**src/rtl/m_stage_mem_unit.sv**
```systemverilog
// Memory stage: consumes the E/M pipeline register, issues loads/stores on a
// ready/valid data-memory port, stalls E/M while an access is outstanding and
// produces a registered writeback bundle tagged with the ROB id.
module m_stage_mem_unit #(
  parameter int WORD_SIZE    = 32,
  parameter int ROB_ID_WIDTH = 7
) (
  input  logic                    clk,
  input  logic                    reset,
  input  logic                    valid,
  input  logic [1:0]              instruction_type,
  input  logic [WORD_SIZE-1:0]    pc,
  input  logic [2:0]              funct3,
  input  logic [WORD_SIZE-1:0]    aluResult,
  input  logic [WORD_SIZE-1:0]    s2,
  input  logic [ROB_ID_WIDTH-1:0] rob_id,
  output logic                    stall,
  output logic                    mem_req_valid,
  input  logic                    mem_req_ready,
  output logic                    mem_req_we,
  output logic [WORD_SIZE-1:0]    mem_req_addr,
  output logic [WORD_SIZE-1:0]    mem_req_wdata,
  output logic [3:0]              mem_req_be,
  input  logic                    mem_resp_valid,
  input  logic [WORD_SIZE-1:0]    mem_resp_rdata,
  output logic                    wb_valid,
  output logic [ROB_ID_WIDTH-1:0] wb_rob_id,
  output logic [WORD_SIZE-1:0]    wb_pc,
  output logic [WORD_SIZE-1:0]    wb_result,
  output logic                    wb_exception
);

  typedef enum logic {
    S_IDLE = 1'b0,
    S_WAIT = 1'b1
  } state_t;

  state_t state, state_next;

  logic                 is_load, is_store, mem_op;
  logic                 illegal, misaligned, bad;
  logic                 done, accept;
  logic [1:0]           lane_q;
  logic [7:0]           load_byte;
  logic [15:0]          load_half;
  logic [WORD_SIZE-1:0] load_data;
  logic [WORD_SIZE-1:0] result_next;

  // Decode the op class and flag illegal or misaligned memory accesses.
  always_comb begin
    is_load    = (instruction_type == 2'b01);
    is_store   = (instruction_type == 2'b10);
    mem_op     = valid & (is_load | is_store);
    illegal    = 1'b0;
    if (is_load)
      illegal = !(funct3 inside {3'b000, 3'b001, 3'b010, 3'b100, 3'b101});
    else if (is_store)
      illegal = !(funct3 inside {3'b000, 3'b001, 3'b010});
    misaligned = ((funct3[1:0] == 2'b01) & aluResult[0]) |
                 ((funct3[1:0] == 2'b10) & (aluResult[1:0] != 2'b00));
    bad        = mem_op & (illegal | misaligned);
  end

  // Next-state, request valid and single-cycle completion pulse.
  always_comb begin
    state_next    = state;
    mem_req_valid = 1'b0;
    done          = 1'b0;
    accept        = 1'b0;
    if (reset) begin
      unique case (state)
        S_IDLE: begin
          if (mem_op && !bad) begin
            mem_req_valid = 1'b1;
            if (mem_req_ready) begin
              accept = 1'b1;
              if (is_store) done = 1'b1;
              else          state_next = S_WAIT;
            end
          end else if (valid) begin
            done = 1'b1;
          end
        end
        S_WAIT: begin
          if (mem_resp_valid) begin
            done       = 1'b1;
            state_next = S_IDLE;
          end
        end
        default: state_next = S_IDLE;
      endcase
    end
    stall = reset & mem_op & !done;
  end

  // Request address and lane-formatted store data / byte enables.
  always_comb begin
    mem_req_we   = is_store;
    mem_req_addr = {aluResult[WORD_SIZE-1:2], 2'b00};
    unique case (funct3[1:0])
      2'b00: begin
        mem_req_wdata = {4{s2[7:0]}};
        mem_req_be    = 4'b0001 << aluResult[1:0];
      end
      2'b01: begin
        mem_req_wdata = {2{s2[15:0]}};
        mem_req_be    = aluResult[1] ? 4'b1100 : 4'b0011;
      end
      default: begin
        mem_req_wdata = s2;
        mem_req_be    = 4'b1111;
      end
    endcase
  end

  // Extract and extend the load value using the lane captured at acceptance.
  always_comb begin
    unique case (lane_q)
      2'b00:   load_byte = mem_resp_rdata[7:0];
      2'b01:   load_byte = mem_resp_rdata[15:8];
      2'b10:   load_byte = mem_resp_rdata[23:16];
      default: load_byte = mem_resp_rdata[31:24];
    endcase
    load_half = lane_q[1] ? mem_resp_rdata[31:16] : mem_resp_rdata[15:0];
    unique case (funct3[1:0])
      2'b00:   load_data = {{24{~funct3[2] & load_byte[7]}}, load_byte};
      2'b01:   load_data = {{16{~funct3[2] & load_half[15]}}, load_half};
      default: load_data = mem_resp_rdata;
    endcase
  end

  // Select the writeback value for the completing op.
  always_comb begin
    if (bad || is_store) result_next = '0;
    else if (is_load)    result_next = load_data;
    else                 result_next = aluResult;
  end

  // FSM state register and load lane capture.
  always_ff @(posedge clk or negedge reset) begin
    if (!reset) begin
      state  <= S_IDLE;
      lane_q <= '0;
    end else begin
      state <= state_next;
      if (accept) lane_q <= aluResult[1:0];
    end
  end

  // Writeback register: valid pulses on completion, payload holds otherwise.
  always_ff @(posedge clk or negedge reset) begin
    if (!reset) begin
      wb_valid     <= 1'b0;
      wb_rob_id    <= '0;
      wb_pc        <= '0;
      wb_result    <= '0;
      wb_exception <= 1'b0;
    end else begin
      wb_valid <= done;
      if (done) begin
        wb_rob_id    <= rob_id;
        wb_pc        <= pc;
        wb_result    <= result_next;
        wb_exception <= bad;
      end
    end
  end

endmodule
```
**config.mk**
```make
export PLATFORM = sky130hd
export DESIGN_NAME = m_stage_mem_unit
export DESIGN_NICKNAME = d
export VERILOG_FILES = /design/src/rtl/m_stage_mem_unit.sv
export SDC_FILE = /design/constraint.sdc
export NUM_CORES = 1
export LEC_CHECK = 0
export CAP_MARGIN = 25
export CORE_ASPECT_RATIO = 1.2
export CORE_MARGIN = 4
export CORE_UTILIZATION = 39
export CTS_CLUSTER_SIZE = 30
export DETAILED_ROUTE_END_ITERATION = 8
export HOLD_SLACK_MARGIN = 0.15
export MAX_ROUTING_LAYER = met4
export PLACE_DENSITY = 0.92
export SYNTH_ARGS = -nofsm -noshare
export SYNTH_HDL_FRONTEND = slang
export SYNTH_SLANG_ARGS = --single-unit
```
**constraint.sdc**
```tcl
create_clock -name clk -period 1.9 [get_ports clk]
set_input_delay 0.19 -clock clk [delete_from_list [all_inputs] [get_ports clk]]
set_output_delay 0.19 -clock clk [all_outputs]
set_load 0.01 [all_outputs]
```
# Word level (Yosys, flattened, before mapping)
# Index checks and enable logic that the tools add are counted.
[totals]
input_bits = 145
register_bits = 76
[classes]
shift = 1
reduce_logical = 12
n_eq_ne = 10
bitwise = 13
n_mux = 29
[ops]
columns = ["cell", "count"]
rows = [
  ["$pmux W32 S2", 2],
  ["$mux W32", 2],
  ["$pmux W8 S3", 1],
  ["$mux W1", 19],
  ["$mux W16", 1],
  ["$and A1 B1 Y1", 8],
  ["$pmux W4 S2", 1],
  ["$eq A2 B1 Y1 const B", 3],
  ["$eq A2 B2 Y1 const B", 3],
  ["$eq A3 B3 Y1 const B", 2],
  ["$reduce_bool A5 Y1", 1],
  ["$logic_not A1 Y1", 4],
  ["$logic_not A2 Y1", 2],
  ["$mux W4", 1],
  ["$pmux W1 S2", 2],
  ["$shl A1 B2 Y4 const A", 1],
  ["$eq A3 B1 Y1 const B", 1],
  ["$eq A3 B2 Y1 const B", 1],
  ["$logic_not A3 Y1", 1],
  ["$or A1 B1 Y1", 3],
  ["$reduce_bool A3 Y1", 1],
  ["$not A1 Y1", 2],
  ["$reduce_bool A2 Y1", 1],
  ["$logic_and A1 B1 Y1", 1],
  ["$logic_or A1 B1 Y1", 1],
]

# Logic depth before layout (Yosys ltp)
# Gate-level depths: netlist of run 1.
[logic_depth]
depth_word = 14
depth_mapped = 10
mapped_depth_nobuf = 8

# Worst setup path before layout of run 1
# OpenSTA, ideal clock, no wires.
[synth_path]
path_type = "in2reg"
start = "input instruction_type[0]"
end = "register wb_pc[10]"
t_arrival_ns = 1.724
t_required_ns = 1.775
cell_stages = 9
path_slack_ns = 0.051
path_cell_list = "inv_1 ha_1 clkbuf_1 a211oi_1 nand3_2 nand2_4 inv_2 buf_6 mux2_4"
[synth_via]
elab_chain_len = 10
word_cells_on_any_way = 15
classes_between = "2 x eq/ne; 7 x mux; 4 x bitwise; 2 x reduce/logical"
[synth_rtl]
columns = ["item", "line", "text"]
rows = [
  ["start: declaration", "11", "input logic [1:0] instruction_type,"],
  ["$eq A2 B2 Y1 (*)", "52", "is_store = (instruction_type == 2'b10);"],
  ["via mem_req_we", "20", "output logic mem_req_we,"],
  ["$mux W1", "57", "else if (is_store)"],
  ["$mux W1", "55", "if (is_load)"],
  ["$or A1 B1 Y1", "61", "bad = mem_op & (illegal | misaligned);"],
  ["$and A1 B1 Y1", "61", ""],
  ["$logic_not A1 Y1", "73", "if (mem_op && !bad) begin"],
  ["$logic_and A1 B1 Y1", "73", ""],
  ["$mux W1 (*)", "73", ""],
  ["$pmux W1 S2 (*)", "71", "unique case (state)"],
  ["$mux W1 (*)", "70", "if (reset) begin"],
  ["end signal: assignment", "162", "wb_pc <= pc;"],
  ["end: declaration", "28", "output logic [WORD_SIZE-1:0] wb_pc,"],
]
# Mark *: on every way through the listed nets, which the timed path passes. The rest lies on a longest branch.
# A chain may end at the register's enable or synchronous reset.

# Final worst setup path of run 1
[layout_path]
start = "input funct3[0]"
end = "output mem_req_be[3]"
[layout_via]
elab_chain_len = 2
word_cells_on_any_way = 3
classes_between = "1 x eq/ne; 1 x mux; 1 x reduce/logical"
[layout_rtl]
columns = ["item", "line", "text"]
rows = [
  ["start: declaration", "13", "input logic [2:0] funct3,"],
  ["$eq A2 B1 Y1 or $logic_not A2 Y1 (tied branches)", "100", "unique case (funct3[1:0])"],
  ["$pmux W4 S2 (*)", "100", ""],
  ["end: declaration", "23", "output logic [3:0] mem_req_be,"],
]
# Every way passes the cells marked *; elsewhere a longest branch is shown, timed or not.

==> results of run 1 <==
## power groups by stage
stage	combinational [uW]	sequential, uW	clock, uW
final	2820	2190	1860
after floorplan	1100	2320	0
after global placement	2680	2180	0
after CTS	2820	2190	1880
after detailed placement	2760	2210	0
after global routing	2980	2230	1970
## kinds of logic (layout without fill, tap and decap cells)
| group | Yosys count | count (layout) | share of synthesized area (%) |
|---|---|---|---|
| simple gates | 129 | 129 | 13.3 |
| compound gates | 153 | 153 | 19.1 |
| mux | 75 | 75 | 19.0 |
| flops | 76 | 76 | 37.4 |
| fa+ha+maj | 2 | 2 | 0.492 |
| buf+inv | 88 | 364 | 10.6 |
| other cells | 1 | 3 | 0.0737 |
## final cells by class
type | count | area, sq um | share of cell area, %
clock inverter | 7 | 98.8 | 1.15
clock buffer | 9 | 225 | 2.63
sequential | 76 | 1900 | 22.2
multi-input combinational | 361 | 2690 | 31.3
inverter | 7 | 26.3 | 0.307
antenna | 1 | 2.50 | 0.0292
timing repair buffer | 341 | 3420 | 40.0
tap | 164 | 205 | 2.39
## worst min path at each step
stage / depth (start not counted) / to / startpoint
global placement: 1 / state / reset
CTS: 2 / state / reset
floorplan: 0 / lane_q[0] / reset
detailed placement: 1 / state / reset
finish: 2 / state / reset
global route: 2 / state / reset
## placed cells by master, fill, tap and decap left out, types with 3 or more instances in the layout
cell                              instances
sky130_fd_sc_hd__and2_1                  16
sky130_fd_sc_hd__o211ai_1                 9
sky130_fd_sc_hd__inv_1                    4
sky130_fd_sc_hd__nor2b_1                 17
sky130_fd_sc_hd__buf_4                   41
sky130_fd_sc_hd__buf_6                    4
sky130_fd_sc_hd__mux2_4                  38
sky130_fd_sc_hd__a31oi_1                 22
sky130_fd_sc_hd__dlymetal6s2s_1           8
sky130_fd_sc_hd__o2111ai_1               16
sky130_fd_sc_hd__mux2_2                  21
sky130_fd_sc_hd__a21oi_1                  6
sky130_fd_sc_hd__o21ai_0                 59
sky130_fd_sc_hd__clkbuf_16                9
sky130_fd_sc_hd__nor2_1                  32
sky130_fd_sc_hd__o2bb2ai_1                8
sky130_fd_sc_hd__o22ai_1                 14
sky130_fd_sc_hd__buf_12                   8
sky130_fd_sc_hd__nand2_1                 35
sky130_fd_sc_hd__nand2b_1                15
sky130_fd_sc_hd__o21ai_1                  7
sky130_fd_sc_hd__dlygate4sd2_1            4
sky130_fd_sc_hd__dfrtp_1                 76
sky130_fd_sc_hd__clkdlybuf4s50_1        270
sky130_fd_sc_hd__mux2i_1                 16
sky130_fd_sc_hd__nand3b_1                 3
## per-stage QoR
| step | utilization, % | instance area [sq um] | worst slack [ns] |
|---|---|---|---|
| 2_1_floorplan | - | 5090 | 0.0510 |
| 3_3_place_gp | 63.5 | 8080 | -0.600 |
| 3_5_place_dp | 63.5 | 8080 | -0.665 |
| 4_1_cts | 67.1 | 8540 | 0.00117 |
| 5_1_grt | 67.3 | 8570 | 0.000213 |
| 6_report | 67.3 | 8570 | 0.0652 |
## what timing repair did
| item | in CTS | in global routing |
|---|---|---|
| pin swaps | 3 | 4 |
| setup buffers | 5 | 3 |
| endpoints found under the hold margin | 76 | 0 |
| setup endpoints to repair | 94 | 20 |
| cloned | 2 | 0 |
| hold buffers | 1 | 0 |
| resized for setup | 20 | 13 |
## worst reg2reg max path, cell delays in order (launching register included)
cell                        delay (ns)
sky130_fd_sc_hd__dfrtp_1          0.39
sky130_fd_sc_hd__buf_6            0.13
sky130_fd_sc_hd__a211oi_4         0.23
sky130_fd_sc_hd__nand3_2          0.14
sky130_fd_sc_hd__buf_4            0.16
sky130_fd_sc_hd__buf_4            0.12
sky130_fd_sc_hd__buf_4            0.12
sky130_fd_sc_hd__buf_4            0.13
sky130_fd_sc_hd__nand4_4          0.14
sky130_fd_sc_hd__o2bb2ai_1        0.11
## sequential cells by signal (all words and copies together) (netlist names)
signal / flops
wb_exception: 1
state: 1
lane_q: 2
wb_valid: 1
wb_result: 32
wb_rob_id: 7
wb_pc: 32
## routing by layer
metal | wire length (um) | vias to the layer above | GRT usage (%)
met5 | 0 | - | -
met4 | 509 | 0 | 9.02
met3 | 1300 | 32 | 4.50
met2 | 10800 | 300 | 48.5
met1 | 7440 | 2475 | 29.1
li1 | - | 2396 | -
==> reports/qor.txt, run 1 <==
result of the run: complete, no violations
DRC viols: 0
antenna violations before repair: 1
switching power as a share of total power: 30.6%
WP depth: 6
worst path cell trace: clkdlybuf4s15_2 -> buf_6 -> buf_4 -> o21ai_0 -> nand2_1 -> clkdlybuf4s50_1
reported net switching power: 2100 uW
first-pass GRT wire length: 30.2 mm
height of the die: 133 um
Sinks on Clock Net: 76
Lkg Pwr: 0.00362 uW
category of cells accounting for the largest share of critical-path delay: buffers and inverters
Worst Path Arrival: 1.64 ns
cell area power density: 801 nW/um^2
placed cell count: 939
synthesized area per cell: 9.71 sq um
Top FF cell, synth: sky130_fd_sc_hd__dfrtp_1
RR Endpoint: wb_result[30]
Flop pwr share: 31.9%
count of H-tree levels built during CTS: 3
via count of the first global-routing pass: 5593
cts bufs inserted: 9
Period minus WS final: 1.83 ns
leading post-synthesis cells by cell area: sky130_fd_sc_hd__dfrtp_1 (37%), sky130_fd_sc_hd__mux2_4 (11%), sky130_fd_sc_hd__buf_4 (6.5%)
total of buffers placed on input and output ports: 286
ranking of synthesized cells by instance count: sky130_fd_sc_hd__dfrtp_1 (76), sky130_fd_sc_hd__o21ai_0 (60), sky130_fd_sc_hd__buf_4 (44)
path depth of the worst reg2reg path: 9
share of total power in the clock network: 27.0%
Pre-Repair DR Iteration Count: 5
buffer type at the clock tree root: sky130_fd_sc_hd__clkbuf_16
non-filler cells in the finished layout: 966
later-pin clock latency in the skew report: 0.33 ns
area of the die: 14900 sq um
cell type contributing the most total cell area after synthesis: sky130_fd_sc_hd__dfrtp_1
number of maximum-capacitance constraint violations: 0
share of Yosys cell area claimed by the top area cell type: 37.4%
fraction of layout cells with a size suffix above 1: 18.5%
combinational share of power: 41.1%
startpoint of the worst-slack reg-to-reg timing path: state
overall via count from detail_route: 5203
number of distinct library cell variants in the gate-level netlist after synthesis: 49
combined global-route utilization of all metal layers: 26.6%
Yosys reg bits: 76
origin of the worst setup path: funct3[0]
Detailed Route WL: 20.0 mm
Synth async-reset ratio: 100%
kind of end point of the critical path: output port
filler instances: 975
count of final setup violators: 0
fraction of the yosys area taken by sequential cells: 37.4%
Highest Clock Rate: 545 MHz
CTS tree: yes
cell-internal power: 4770 uW
via-per-instance ratio: 5.39
iteration-0 DRC count of the detailed router: 382
CTS clk-pin slew, worst paths: 0.06 ns
area of the mapped netlist: 5090 sq um
Std-Cell Core Area: 12700 sq um
maximum number of pins on one net before global-route repair: 76
reg2reg setup slack: 0.11 ns
number of hold violations in the final report: 0
synthesized netlist cell count: 524
Worst Hold Class: in2async
Detailed Place HPWL: 15.3 mm
Post-Route Setup TNS: 0 ns
I/O pin count: 289
Yosys warning count: 0
Total Power Consumption: 6860 uW
layout-stage area growth over the synthesis result: 68.5%
slowest library cell on the worst path: sky130_fd_sc_hd__clkdlybuf4s50_1
chip width: 112 um
Critical Setup Path Class: in2out
setup repair after global routing missed its margin: no
longest individual stage delay on the worst path: 0.60 ns
ratio of final minimum period to clock period: 96.6%
number of antenna-violating nets in the routed design: 0
Site Rows: 45
worst clock skew on the final layout: 0.00509 ns
total congestion overflow after global routing: 0
type of origin of the critical path: primary input
end of the critical path: mem_req_be[3]
max-slew violation total from the final report: 0
number of synthesized flops with an enable pin: 0
post-layout net count: 943
initial standard-cell utilization of the core: 40.0%
count of buffer and inverter cells on the critical path: 4
final weighted congestion of routability-driven global placement: 0.914
worst-case vdd ir drop: 650 uV
leading cell type by number of instances after synthesis: sky130_fd_sc_hd__dfrtp_1
DR WL/cell: 20.7 um
CP required: 1.71 ns
Hold Worst Slack: 0.230 ns
highest net fanout along the worst path: 13
maximum count of clock buffers along a single path: 2
No activity file was read; power rests on OpenSTA's default activity.
==> inputs of run 2 (changes only) <==
--- a/config.mk
+++ b/config.mk
@@ -5,7 +5,7 @@
 export SDC_FILE = /design/constraint.sdc
 export NUM_CORES = 1
 export LEC_CHECK = 0
-export CAP_MARGIN = 25
+export CAP_MARGIN = 20
 export CORE_ASPECT_RATIO = 1.2
 export CORE_MARGIN = 4
 export CORE_UTILIZATION = 39
==> results of run 2 <==
Same layout as run 1: the final DEF is identical, and so are final timing and power.
==> inputs of run 3 (changes only) <==
--- a/config.mk
+++ b/config.mk
@@ -6,8 +6,7 @@
 export NUM_CORES = 1
 export LEC_CHECK = 0
 export CAP_MARGIN = 20
-export CORE_ASPECT_RATIO = 1.2
-export CORE_MARGIN = 4
+export CORE_MARGIN = 5
 export CORE_UTILIZATION = 39
 export CTS_CLUSTER_SIZE = 30
 export DETAILED_ROUTE_END_ITERATION = 8
==> run 3 against run 2 <==
Register-to-register slack about the same. Power up 2.2%. Wire length increased by 3.6%. Flip-flop and latch count unchanged. Fmax up 1.1%. Global-route usage shrank 0.24 points. Sequential share of layout area up 0.054 points. Non-clock buffer count decreased by 3. First-iteration DRC count grew 35%. Combinational power hardly changed. Largest cell class unchanged.
==> reports/qor.txt, run 3 (synthesized netlist as in run 1, its figures left out) <==
final core utilization: 67.2% (-0.10 points)
final weighted congestion of routability-driven global placement: 0.854 (-6.5%)
worst clock skew on the final layout: 0.00657 ns (+0.00148 ns)
Worst Hold Class: in2async
most frequent standard cell in the layout excluding fill and tap cells: sky130_fd_sc_hd__clkdlybuf4s50_1
iteration-0 DRC count of the detailed router: 515 (+35%)
area of the die: 15400 sq um (+3.2%)
Std-Cell Core Area: 12700 sq um (about the same)
fraction of layout cells with a size suffix above 1: 18.3% (-0.18 points)
Highest Clock Rate: 551 MHz (+1.1%)
via-per-instance ratio: 5.47 (+1.6%)
Rel. slew slack: 64.7%
kind of end point of the critical path: output port
highest net fanout along the worst path: 2 (-11)
Hold Worst Slack: 0.233 ns (+0.00387 ns)
Period minus WS final: 1.82 ns (-0.0196 ns)
via count of the first global-routing pass: 5457 (-2.4%)
Total Power Consumption: 7010 uW (+2.2%)
path depth of the worst reg2reg path: 5 (-4)
worst-case vdd ir drop: 429 uV (-34%)
reg2reg setup slack: 0.11 ns (about the same)
post-layout net count: 940 (-0.32%)
maximum number of pins on one net before global-route repair: 49 (-36%)
number of hold violations in the final report: 0 (unchanged)
layout-stage area growth over the synthesis result: 68.2%
max-slew violation total from the final report: 0 (unchanged)
area post-placement: 8080 sq um (about the same)
number of maximum-capacitance constraint violations: 0 (unchanged)
Pre-Repair DR Iteration Count: 5 (unchanged)
combined global-route utilization of all metal layers: 26.3% (-0.24 points)
CP required: 1.71 ns (about the same)
cts bufs inserted: 9 (unchanged)
count of H-tree levels built during CTS: 3 (unchanged)
ratio of final minimum period to clock period: 95.5% (-1.0 points)
cell area power density: 820 nW/um^2 (+2.4%)
total congestion overflow after global routing: 0 (unchanged)
Least-Margin Pin Slew: 0.527 ns
DR WL/cell: 21.4 um (+3.2%)
RR Endpoint: wb_result[11]
Sinks on Clock Net: 76 (unchanged)
initial standard-cell utilization of the core: 40.0% (about the same)
top flop regs: wb_pc x32, wb_result x32, wb_rob_id x7
maximum count of clock buffers along a single path: 2 (unchanged)
Detailed Place HPWL: 15.8 mm (+3.5%)
count of final setup violators: 0 (unchanged)
Site Rows: 41 (-8.9%)
startpoint of the worst-slack reg-to-reg timing path: lane_q[1]
later-pin clock latency in the skew report: 0.34 ns (about the same)
final design instance area without fill: 8550 sq um (-0.18%)
CTS tree: yes
result of the run: complete, no violations
Detailed Route WL: 20.7 mm (+3.6%)
first-pass GRT wire length: 31.3 mm (+3.4%)
height of the die: 124 um (-6.7%)
DRC viols: 0 (unchanged)
CTS clk-pin slew, worst paths: 0.06 ns (about the same)
Critical Setup Path Class: in2out
top library cells by usage in the layout, fill and taps aside: sky130_fd_sc_hd__clkdlybuf4s50_1 (270), sky130_fd_sc_hd__dfrtp_1 (75), sky130_fd_sc_hd__o21ai_0 (60)
antenna violations before repair: 0 (-1)
Worst Path Arrival: 1.63 ns (about the same)
Lkg Pwr: 0.00357 uW (-1.3%)
setup repair after global routing missed its margin: no
chip width: 124 um (+11%)
buffer type at the clock tree root: sky130_fd_sc_hd__clkbuf_16
I/O pin count: 289 (unchanged)
number of antenna-violating nets in the routed design: 0 (unchanged)
diode count: 0 (-1)
type of origin of the critical path: primary input
total of buffers placed on input and output ports: 286 (unchanged)
overall via count from detail_route: 5307 (+2.0%)
==> run 3: worst max-delay path by stage <==
stage                        start                end  slack (ns)
4_1_cts                  funct3[0]  mem_req_wdata[10]       0.004
3_5_place_dp   instruction_type[0]              stall       -0.69
3_3_place_gp   instruction_type[0]              stall       -0.60
5_1_grt        instruction_type[0]              stall        0.01
2_1_floorplan  instruction_type[0]          wb_pc[10]        0.05
6_report       instruction_type[1]              stall        0.08
==> run 3: power breakdown <==
part	internal, uW	switching (uW)
clock	1290	714
sequential	1960	241
combinational	1640	1170
==> run 3: final cells by class <==
class,instances,area [sq um]
sequential,76,1900
clock buffer,9,225
tap,172,215
inverter,7,30.0
fill,976,4170
clock inverter,7,124
multi-input combinational,361,2670
timing repair buffer,338,3380
==> run 3: repair_timing <==
action,CTS,global route
endpoints found under the hold margin,41,0
pin swaps,4,2
endpoints found under the setup margin,94,7
gates cloned,2,0
hold buffers,1,0
setup buffers,1,2
resized for setup,25,9
==> run 3: critical path, cell delays in order <==
cell and delay (ns):
sky130_fd_sc_hd__dlygate4sd2_1 0.25, sky130_fd_sc_hd__ha_1 0.30, sky130_fd_sc_hd__nand2b_4 0.16, sky130_fd_sc_hd__a211oi_4 0.21, sky130_fd_sc_hd__nand3_2 0.15, sky130_fd_sc_hd__nand2_4 0.10
sky130_fd_sc_hd__inv_2 0.04, sky130_fd_sc_hd__nor2_1 0.08, sky130_fd_sc_hd__buf_2 0.13
==> run 3: routing by layer <==
metal / vias up / part of all wire (%) / GRT usage, %
met2: 332 / 52 / 46.2
met4: 0 / 2.1 / 7.03
met5: - / 0 / -
met1: 2551 / 39 / 30.4
li1: 2392 / - / -
met3: 32 / 7.6 / 6.00
==> run 3: metrics by stage <==
| step | instances | setup TNS [ns] | setup slack [ns] |
|---|---|---|---|
| floorplan | 525 | 0 | 0.0510 |
| global placement | 948 | -38.04 | -0.603 |
| detailed placement | 948 | -46.84 | -0.690 |
| CTS | 968 | 0 | 0.00386 |
| global route | 970 | 0 | 0.0107 |
| finish | 970 | 0 | 0.0848 |
